**src/rtl/execute_muldiv.sv**
```systemverilog
// Iterative RV64M multiply/divide unit for the execute stage.
// Radix-2 shift-add multiply and restoring divide, one bit per cycle, with a 2-cycle fast path.
module execute_muldiv #(
  parameter int unsigned XLEN = 64
) (
  input  logic            clk,
  input  logic            rst,
  input  logic            regE_i_md_valid,
  input  logic [2:0]      regE_i_md_op,
  input  logic            regE_i_alu_W_instr,
  input  logic [XLEN-1:0] regE_i_valA,
  input  logic [XLEN-1:0] regE_i_valB,
  input  logic            ctrl_i_md_flush,
  output logic            execute_o_md_busy,
  output logic            execute_o_md_done,
  output logic [XLEN-1:0] execute_o_md_result
);

  localparam int unsigned DW = XLEN;
  localparam int unsigned PW = 2 * XLEN;
  localparam int unsigned HW = XLEN / 2;
  localparam int unsigned CW = 7;

  typedef enum logic [1:0] {
    S_IDLE = 2'd0,
    S_CALC = 2'd1,
    S_DONE = 2'd2
  } state_e;

  state_e        state_q, state_d;
  logic [CW-1:0] cnt_q, cnt_d;
  logic [PW-1:0] acc_q, acc_d;
  logic [DW-1:0] b_q, b_d;
  logic [2:0]    op_q, op_d;
  logic          w_q, w_d;
  logic          neg_q, neg_d;
  logic          neg_rem_q, neg_rem_d;
  logic [DW-1:0] result_q, result_d;

  logic          is_mul, is_sdiv, a_neg, b_neg;
  logic [DW-1:0] prep_a, prep_b, mag_a, mag_b, min_val, fast_res;
  logic          div_zero, div_ovf, mul_zero, fast;
  logic [DW:0]   mul_sum, div_diff;
  logic [PW-1:0] mul_next, div_next, acc_next, prod;
  logic [DW-1:0] quot, quot_s, rem_s, div_res, fin;

  // Operand preparation, sign handling and fast-path detection for a new op
  always_comb begin
    is_mul  = ~regE_i_md_op[2];
    is_sdiv = regE_i_md_op[2] & ~regE_i_md_op[0];
    prep_a  = regE_i_valA;
    prep_b  = regE_i_valB;
    if (regE_i_alu_W_instr) begin
      if (is_mul || is_sdiv) begin
        prep_a = {{HW{regE_i_valA[HW-1]}}, regE_i_valA[HW-1:0]};
        prep_b = {{HW{regE_i_valB[HW-1]}}, regE_i_valB[HW-1:0]};
      end else begin
        prep_a = {{HW{1'b0}}, regE_i_valA[HW-1:0]};
        prep_b = {{HW{1'b0}}, regE_i_valB[HW-1:0]};
      end
    end
    // MULH signs both operands, MULHSU only rs1; W multiplies only need the low half
    if (is_mul) begin
      a_neg = ~regE_i_alu_W_instr && (regE_i_md_op[1] ^ regE_i_md_op[0]) && prep_a[DW-1];
      b_neg = ~regE_i_alu_W_instr && (regE_i_md_op[1:0] == 2'd1) && prep_b[DW-1];
    end else begin
      a_neg = is_sdiv & prep_a[DW-1];
      b_neg = is_sdiv & prep_b[DW-1];
    end
    mag_a = a_neg ? -prep_a : prep_a;
    mag_b = b_neg ? -prep_b : prep_b;

    min_val  = regE_i_alu_W_instr ? {{HW{1'b1}}, 1'b1, {(HW-1){1'b0}}}
                                  : {1'b1, {(DW-1){1'b0}}};
    div_zero = ~is_mul && (prep_b == '0);
    div_ovf  = is_sdiv && (prep_a == min_val) && (prep_b == '1);
    mul_zero = is_mul && ((prep_a == '0) || (prep_b == '0));
    fast     = div_zero | div_ovf | mul_zero;

    fast_res = '0;
    if (div_zero) begin
      if (!regE_i_md_op[1])        fast_res = '1;
      else if (regE_i_alu_W_instr) fast_res = {{HW{prep_a[HW-1]}}, prep_a[HW-1:0]};
      else                         fast_res = prep_a;
    end else if (div_ovf) begin
      fast_res = regE_i_md_op[1] ? '0 : prep_a;
    end
  end

  // One iteration step and the final sign correction / result select
  always_comb begin
    mul_sum  = {1'b0, acc_q[PW-1:DW]} + (acc_q[0] ? {1'b0, b_q} : '0);
    mul_next = {mul_sum, acc_q[DW-1:1]};
    // Top bit of acc joins the trial subtraction because 2*rem can exceed DW bits
    div_diff = acc_q[PW-1:DW-1] - {1'b0, b_q};
    div_next = div_diff[DW] ? {acc_q[PW-2:0], 1'b0}
                            : {div_diff[DW-1:0], acc_q[DW-2:0], 1'b1};
    acc_next = op_q[2] ? div_next : mul_next;

    prod    = neg_q ? -acc_next : acc_next;
    quot    = w_q ? {{HW{1'b0}}, acc_next[HW-1:0]} : acc_next[DW-1:0];
    quot_s  = neg_q ? -quot : quot;
    rem_s   = neg_rem_q ? -acc_next[PW-1:DW] : acc_next[PW-1:DW];
    div_res = op_q[1] ? rem_s : quot_s;

    if (!op_q[2]) begin
      if (w_q)                  fin = {{HW{acc_next[DW-1]}}, acc_next[DW-1:HW]};
      else if (op_q[1:0] == '0) fin = prod[DW-1:0];
      else                      fin = prod[PW-1:DW];
    end else begin
      fin = w_q ? {{HW{div_res[HW-1]}}, div_res[HW-1:0]} : div_res;
    end
  end

  // Next-state logic
  always_comb begin
    state_d   = state_q;
    cnt_d     = cnt_q;
    acc_d     = acc_q;
    b_d       = b_q;
    op_d      = op_q;
    w_d       = w_q;
    neg_d     = neg_q;
    neg_rem_d = neg_rem_q;
    result_d  = result_q;
    case (state_q)
      S_IDLE: begin
        if (regE_i_md_valid && !ctrl_i_md_flush) begin
          op_d      = regE_i_md_op;
          w_d       = regE_i_alu_W_instr;
          neg_d     = a_neg ^ b_neg;
          neg_rem_d = a_neg;
          cnt_d     = regE_i_alu_W_instr ? CW'(HW) : CW'(DW);
          if (!regE_i_alu_W_instr) begin
            acc_d = {{DW{1'b0}}, mag_a};
            b_d   = mag_b;
          end else if (is_mul) begin
            acc_d = {{(DW+HW){1'b0}}, mag_a[HW-1:0]};
            b_d   = {{HW{1'b0}}, mag_b[HW-1:0]};
          end else begin
            acc_d = {{DW{1'b0}}, mag_a[HW-1:0], {HW{1'b0}}};
            b_d   = mag_b;
          end
          if (fast) begin
            result_d = fast_res;
            state_d  = S_DONE;
          end else begin
            state_d  = S_CALC;
          end
        end
      end
      S_CALC: begin
        if (ctrl_i_md_flush) begin
          state_d = S_IDLE;
        end else begin
          acc_d = acc_next;
          cnt_d = cnt_q - CW'(1);
          if (cnt_q == CW'(1)) begin
            result_d = fin;
            state_d  = S_DONE;
          end
        end
      end
      S_DONE:  state_d = S_IDLE;
      default: state_d = S_IDLE;
    endcase
  end

  always_ff @(posedge clk or negedge rst) begin
    if (!rst) begin
      state_q   <= S_IDLE;
      cnt_q     <= '0;
      acc_q     <= '0;
      b_q       <= '0;
      op_q      <= '0;
      w_q       <= 1'b0;
      neg_q     <= 1'b0;
      neg_rem_q <= 1'b0;
      result_q  <= '0;
    end else begin
      state_q   <= state_d;
      cnt_q     <= cnt_d;
      acc_q     <= acc_d;
      b_q       <= b_d;
      op_q      <= op_d;
      w_q       <= w_d;
      neg_q     <= neg_d;
      neg_rem_q <= neg_rem_d;
      result_q  <= result_d;
    end
  end

  // Busy is combinational so ctrl stalls regE in the cycle the op first appears
  assign execute_o_md_busy   = ((state_q == S_IDLE) && regE_i_md_valid && !ctrl_i_md_flush)
                               || (state_q == S_CALC);
  assign execute_o_md_done   = (state_q == S_DONE);
  assign execute_o_md_result = result_q;

endmodule

```
**config.mk**
```make
export PLATFORM = sky130hd
export DESIGN_NAME = execute_muldiv
export DESIGN_NICKNAME = d
export VERILOG_FILES = /design/src/rtl/execute_muldiv.sv
export SDC_FILE = /design/constraint.sdc
export NUM_CORES = 2
export LEC_CHECK = 0
export ABC_AREA = 1
export ABC_CLOCK_PERIOD_IN_PS = 8200
export BUFFER_PORTS_ARGS = -buffer_cell sky130_fd_sc_hd__buf_2
export CAP_MARGIN = 10
export CELL_PAD_IN_SITES_DETAIL_PLACEMENT = 0
export CELL_PAD_IN_SITES_GLOBAL_PLACEMENT = 2
export CORE_MARGIN = 3
export CORE_UTILIZATION = 35
export CTS_CLUSTER_SIZE = 10
export DETAILED_ROUTE_END_ITERATION = 12
export PLACE_DENSITY = 0.95
export SETUP_SLACK_MARGIN = 0.05
export SYNTH_ARGS = -nofsm -noshare
export SYNTH_HDL_FRONTEND = slang
export SYNTH_SLANG_ARGS = --single-unit
```
**constraint.sdc**
```tcl
create_clock -name clk -period 8.2 [get_ports clk]
set_input_delay 1.64 -clock clk [delete_from_list [all_inputs] [get_ports clk]]
set_output_delay 1.64 -clock clk [all_outputs]
set_load 0.01 [all_outputs]
```
==> metrics.md <==
| Metric | Value |
|---|---|
| Final critical-path share of the clock period | `0.8472` |
| First-pass GRT wire length | `~370000 µm` |
| Number of DRC violations after detailed routing | `0` |
| Most common cell after layout, fill and taps aside | `sky130_fd_sc_hd__nand2_1` |
| Fraction of synthesized cell area taken by the top area cell type | `0.2292` |
| # Max-Cap Violations | `0` |
| Number of primary I/O pins | `202` |
| Cell accounting for the most synthesized area | `sky130_fd_sc_hd__nand2_1` |
| Endpoint required time on the critical path | `about 8.8 ns` |
| Routed vias | `53050` |
| Average footprint of a synthesized cell | `approximately 5.3 µm²` |
| Largest fanout on the critical path | `5` |
| Number of synthesized flops with an enable pin | `0` |
| Std cell rows | `approximately 120` |
| Max Clock Freq | `between 100 and 150 MHz` |
| Clk_skew | `around 0.054 ns` |
| Cell at the slowest stage of the critical path | `sky130_fd_sc_hd__fa_1` |
| Area of the multi-input gates | `between 0.02 and 0.03 mm²` |
| Gate Count Post-Synth | `~7500` |
| Minimum clock period after layout | `6.947 ns` |
| Die footprint | `roughly 0.12 mm²` |
| Layout net count | `7858` |
| Total of warnings raised by yosys | `0` |
| Post-CTS setup-driven buffer insertion count | `0` |
| Register area share after synthesis | `0.1694` |
| Placer congestion estimate | `about 1.1` |
| TritonRoute pass-1 iters | `7` |
| Clock transition at the register clock pins on the worst setup and hold paths after CTS | `around 0.070 ns` |
| Routed WL | `between 200000 and 300000 µm` |
| Crit path launch type | `register` |
| Depth of the critical timing path with buffers and inverters included | `slightly above 40` |
| Post-synthesis to final-layout area growth | `10.36%` |
| Category of cells accounting for the largest share of critical-path delay | `simple AND/OR/NAND/NOR gates` |
| Sequential Area | `0.006793 mm²` |
| Maximum level of the CTS H-tree | `2` |
| Transition at the pin with the smallest max-transition slack | `1.246 ns` |
| Arrival time of the worst setup path | `roughly 7.5 ns` |
| Cells resized by post-CTS repair | `0` |
| GRT Resource Usage Total | `0.4363` |
| Total global routing overflow | `0` |
| Initial core utilization | `0.3544` |
| Largest net degree at the start of global routing | `between 100 and 150` |
| Vias per Instance | `5.816` |
| Netlist Area Pre-Place | `around 0.04 mm²` |
| Count of unique library cells instantiated by Yosys | `slightly above 60` |
| Cell at the root of the clock tree | `sky130_fd_sc_hd__clkbuf_16` |
| Final setup vio count | `0` |
| Die extent in y | `roughly 340 µm` |
| Fraction of layout instances using a drive strength above 1 | `0.06932` |
| Class of the most critical setup path | `reg2reg` |
| Remaining max-slew budget at the tightest pin | `0.1665` |
| Post-route ant nets | `0` |
| Starting DRT DRC Count | `7899` |
| Commonest cells after routing, fill and taps aside | `sky130_fd_sc_hd__nand2_1 (2443), sky130_fd_sc_hd__inv_1 (1080), sky130_fd_sc_hd__nor2_1 (899), sky130_fd_sc_hd__nand3_1 (550), sky130_fd_sc_hd__o21ai_0 (519)` |
| Hold_buf cts | `0` |
| CTS buffer count | `42` |
| Half-perimeter wire length after placement | `between 200000 and 250000 µm` |
| Total negative slack for setup checks | `0 ns` |
| Leading register cell type out of synthesis | `sky130_fd_sc_hd__dfrtp_1` |
| Largest stage delay, worst path | `0.48 ns` |
| Number of storage elements in the synthesis netlist | `271` |
| Run status | `finished clean` |
| Cells taking the most area after synthesis | `sky130_fd_sc_hd__nand2_1 (23%), sky130_fd_sc_hd__dfrtp_1 (17%), sky130_fd_sc_hd__inv_1 (10%)` |
| Post-Syn Nets | `7759` |
| Share of synthesized flip-flops with an asynchronous set or reset | `1.000` |
| Via count of the first global-routing pass | `roughly 48000` |
| Cell type with the highest occurrence count on the critical path | `sky130_fd_sc_hd__nand2_1` |
| Unrepaired setup endpoints after global routing | `no` |
| Number of buffers between clock root and the deepest sink | `3` |
| Hold Crit Class | `reg2reg` |
| Die X-Extent | `344.2 µm` |
| TritonCTS clock tree | `built` |
| Clock sink count | `between 200 and 300` |
| Core area | `around 0.11 mm²` |
| Count of pins over their slew limit | `0` |
| Total of buffers placed on input and output ports | `approximately 200` |
| Crit path capture type | `register` |
| Number of cells on the worst reg-to-reg path | `between 40 and 50` |
| Routed wire per std cell | `29.30 µm` |
| Later-pin clock latency in the skew report | `around 0.68 ns` |
| Fill cells | `~13000` |
| Final hold violations | `0` |
| Buffer and inverter count on the worst path | `3` |
| Hold Path Cell Cnt | `2` |
| Antenna violations before repair | `24` |
==> per-layer routing <==
layer | global-route usage | up-vias | part of all wire
met4 | 0.1492 | 10 | 0.041
met3 | 0.1775 | 464 | 0.14
met1 | 0.6143 | 25130 | 0.43
met2 | 0.5895 | 3408 | 0.38
li1 | - | 24040 | -
met5 | 0.02614 | - | 0.0018
==> cells in the mapped netlist (all sizes together) (2+ instances only) <==
| library cell | instances |
|---|---|
| a211oi | 2 |
| a21o | 9 |
| a21oi | 472 |
| a22oi | 19 |
| a2bb2oi | 4 |
| a31oi | 17 |
| and2 | 3 |
| and3 | 4 |
| buf | 98 |
| clkbuf | 159 |
| clkinv | 7 |
| dfrtp | 271 |
| fa | 2 |
| ha | 136 |
| inv | 1101 |
| nand2 | 2463 |
| nand3 | 557 |
| nand3b | 41 |
| nand4 | 84 |
| nor2 | 933 |
| nor3 | 90 |
| nor4 | 39 |
| nor4b | 2 |
| o211ai | 57 |
| o21a | 8 |
| o21ai | 570 |
| o21bai | 23 |
| o221ai | 7 |
| o22ai | 54 |
| o311ai | 2 |
| or2 | 28 |
| or4 | 2 |
| xnor2 | 24 |
| xor2 | 188 |
==> area by class of cell <==
cell class	instances	share of cell area
inverters	1108	0.09416
multi-input cells	5849	0.6342
clock buffers	59	0.02775
well taps	1500	0.04248
clock inverters	18	0.004474
repair buffers	312	0.04299
flip-flops and latches	271	0.1537
diodes	4	0.0002266
==> tightest hold or removal path: cells and delay by family, from the launching register on <==
kind / cells / cell delay, ns
and+or+nand+nor: 2 / 0.10
DFF: 1 / 0.35
==> stage by stage <==
stage / worst slack [ns] / area (µm²) / utilization / std cells / hold slack, ns
after floorplan: 3.486 / 40040 / - / 7485 / 0.4498
after global placement: 1.466 / 42730 / 0.3783 / 9038 / 0.4626
after detailed placement: 1.383 / 42730 / 0.3783 / 9038 / 0.4676
after CTS: 1.458 / 44160 / 0.3909 / 9115 / 0.4875
after global routing: 0.8435 / 44170 / 0.3910 / 9117 / 0.5172
final: 1.253 / 44180 / 0.3911 / 9121 / 0.4855
==> flip-flops by register name (all words and copies together) (netlist names) <==
register             count
acc_q                  128
b_q                     64
execute_o_md_result     64
cnt_q                    7
op_q                     3
state_q                  2
neg_q                    1
neg_rem_q                1
w_q                      1
==> cells by family (layout without fill, tap and decap cells) <==
logic type	Yosys count	in the layout	synth area share
AOI/OAI and AO/OA	1250	1250	0.1704
other	0	4	0
muxes	1	1	0.0002500
buffers and inverters	1365	1497	0.1319
and+or+nand+nor	4248	4248	0.4382
xor gates and xnor gates	212	212	0.04638
adders and majority gates	138	138	0.04350
DFF	271	271	0.1694
==> final timing paths <==
kind                                         start                 endpoint  slack (ns)
max                                      acc_q[63]  execute_o_md_result[46]        1.25
min                        execute_o_md_result[21]  execute_o_md_result[21]        0.49
max reg2reg                              acc_q[63]  execute_o_md_result[46]        1.25
min reg2reg                execute_o_md_result[21]  execute_o_md_result[21]        0.49
max in group asynchronous                      rst                    neg_q        5.74
min in group asynchronous                      rst                acc_q[10]        0.87
Power is left out: the tool's default activity adds up to more than one toggle a clock period on the data nets, which glitch-free logic cannot reach.
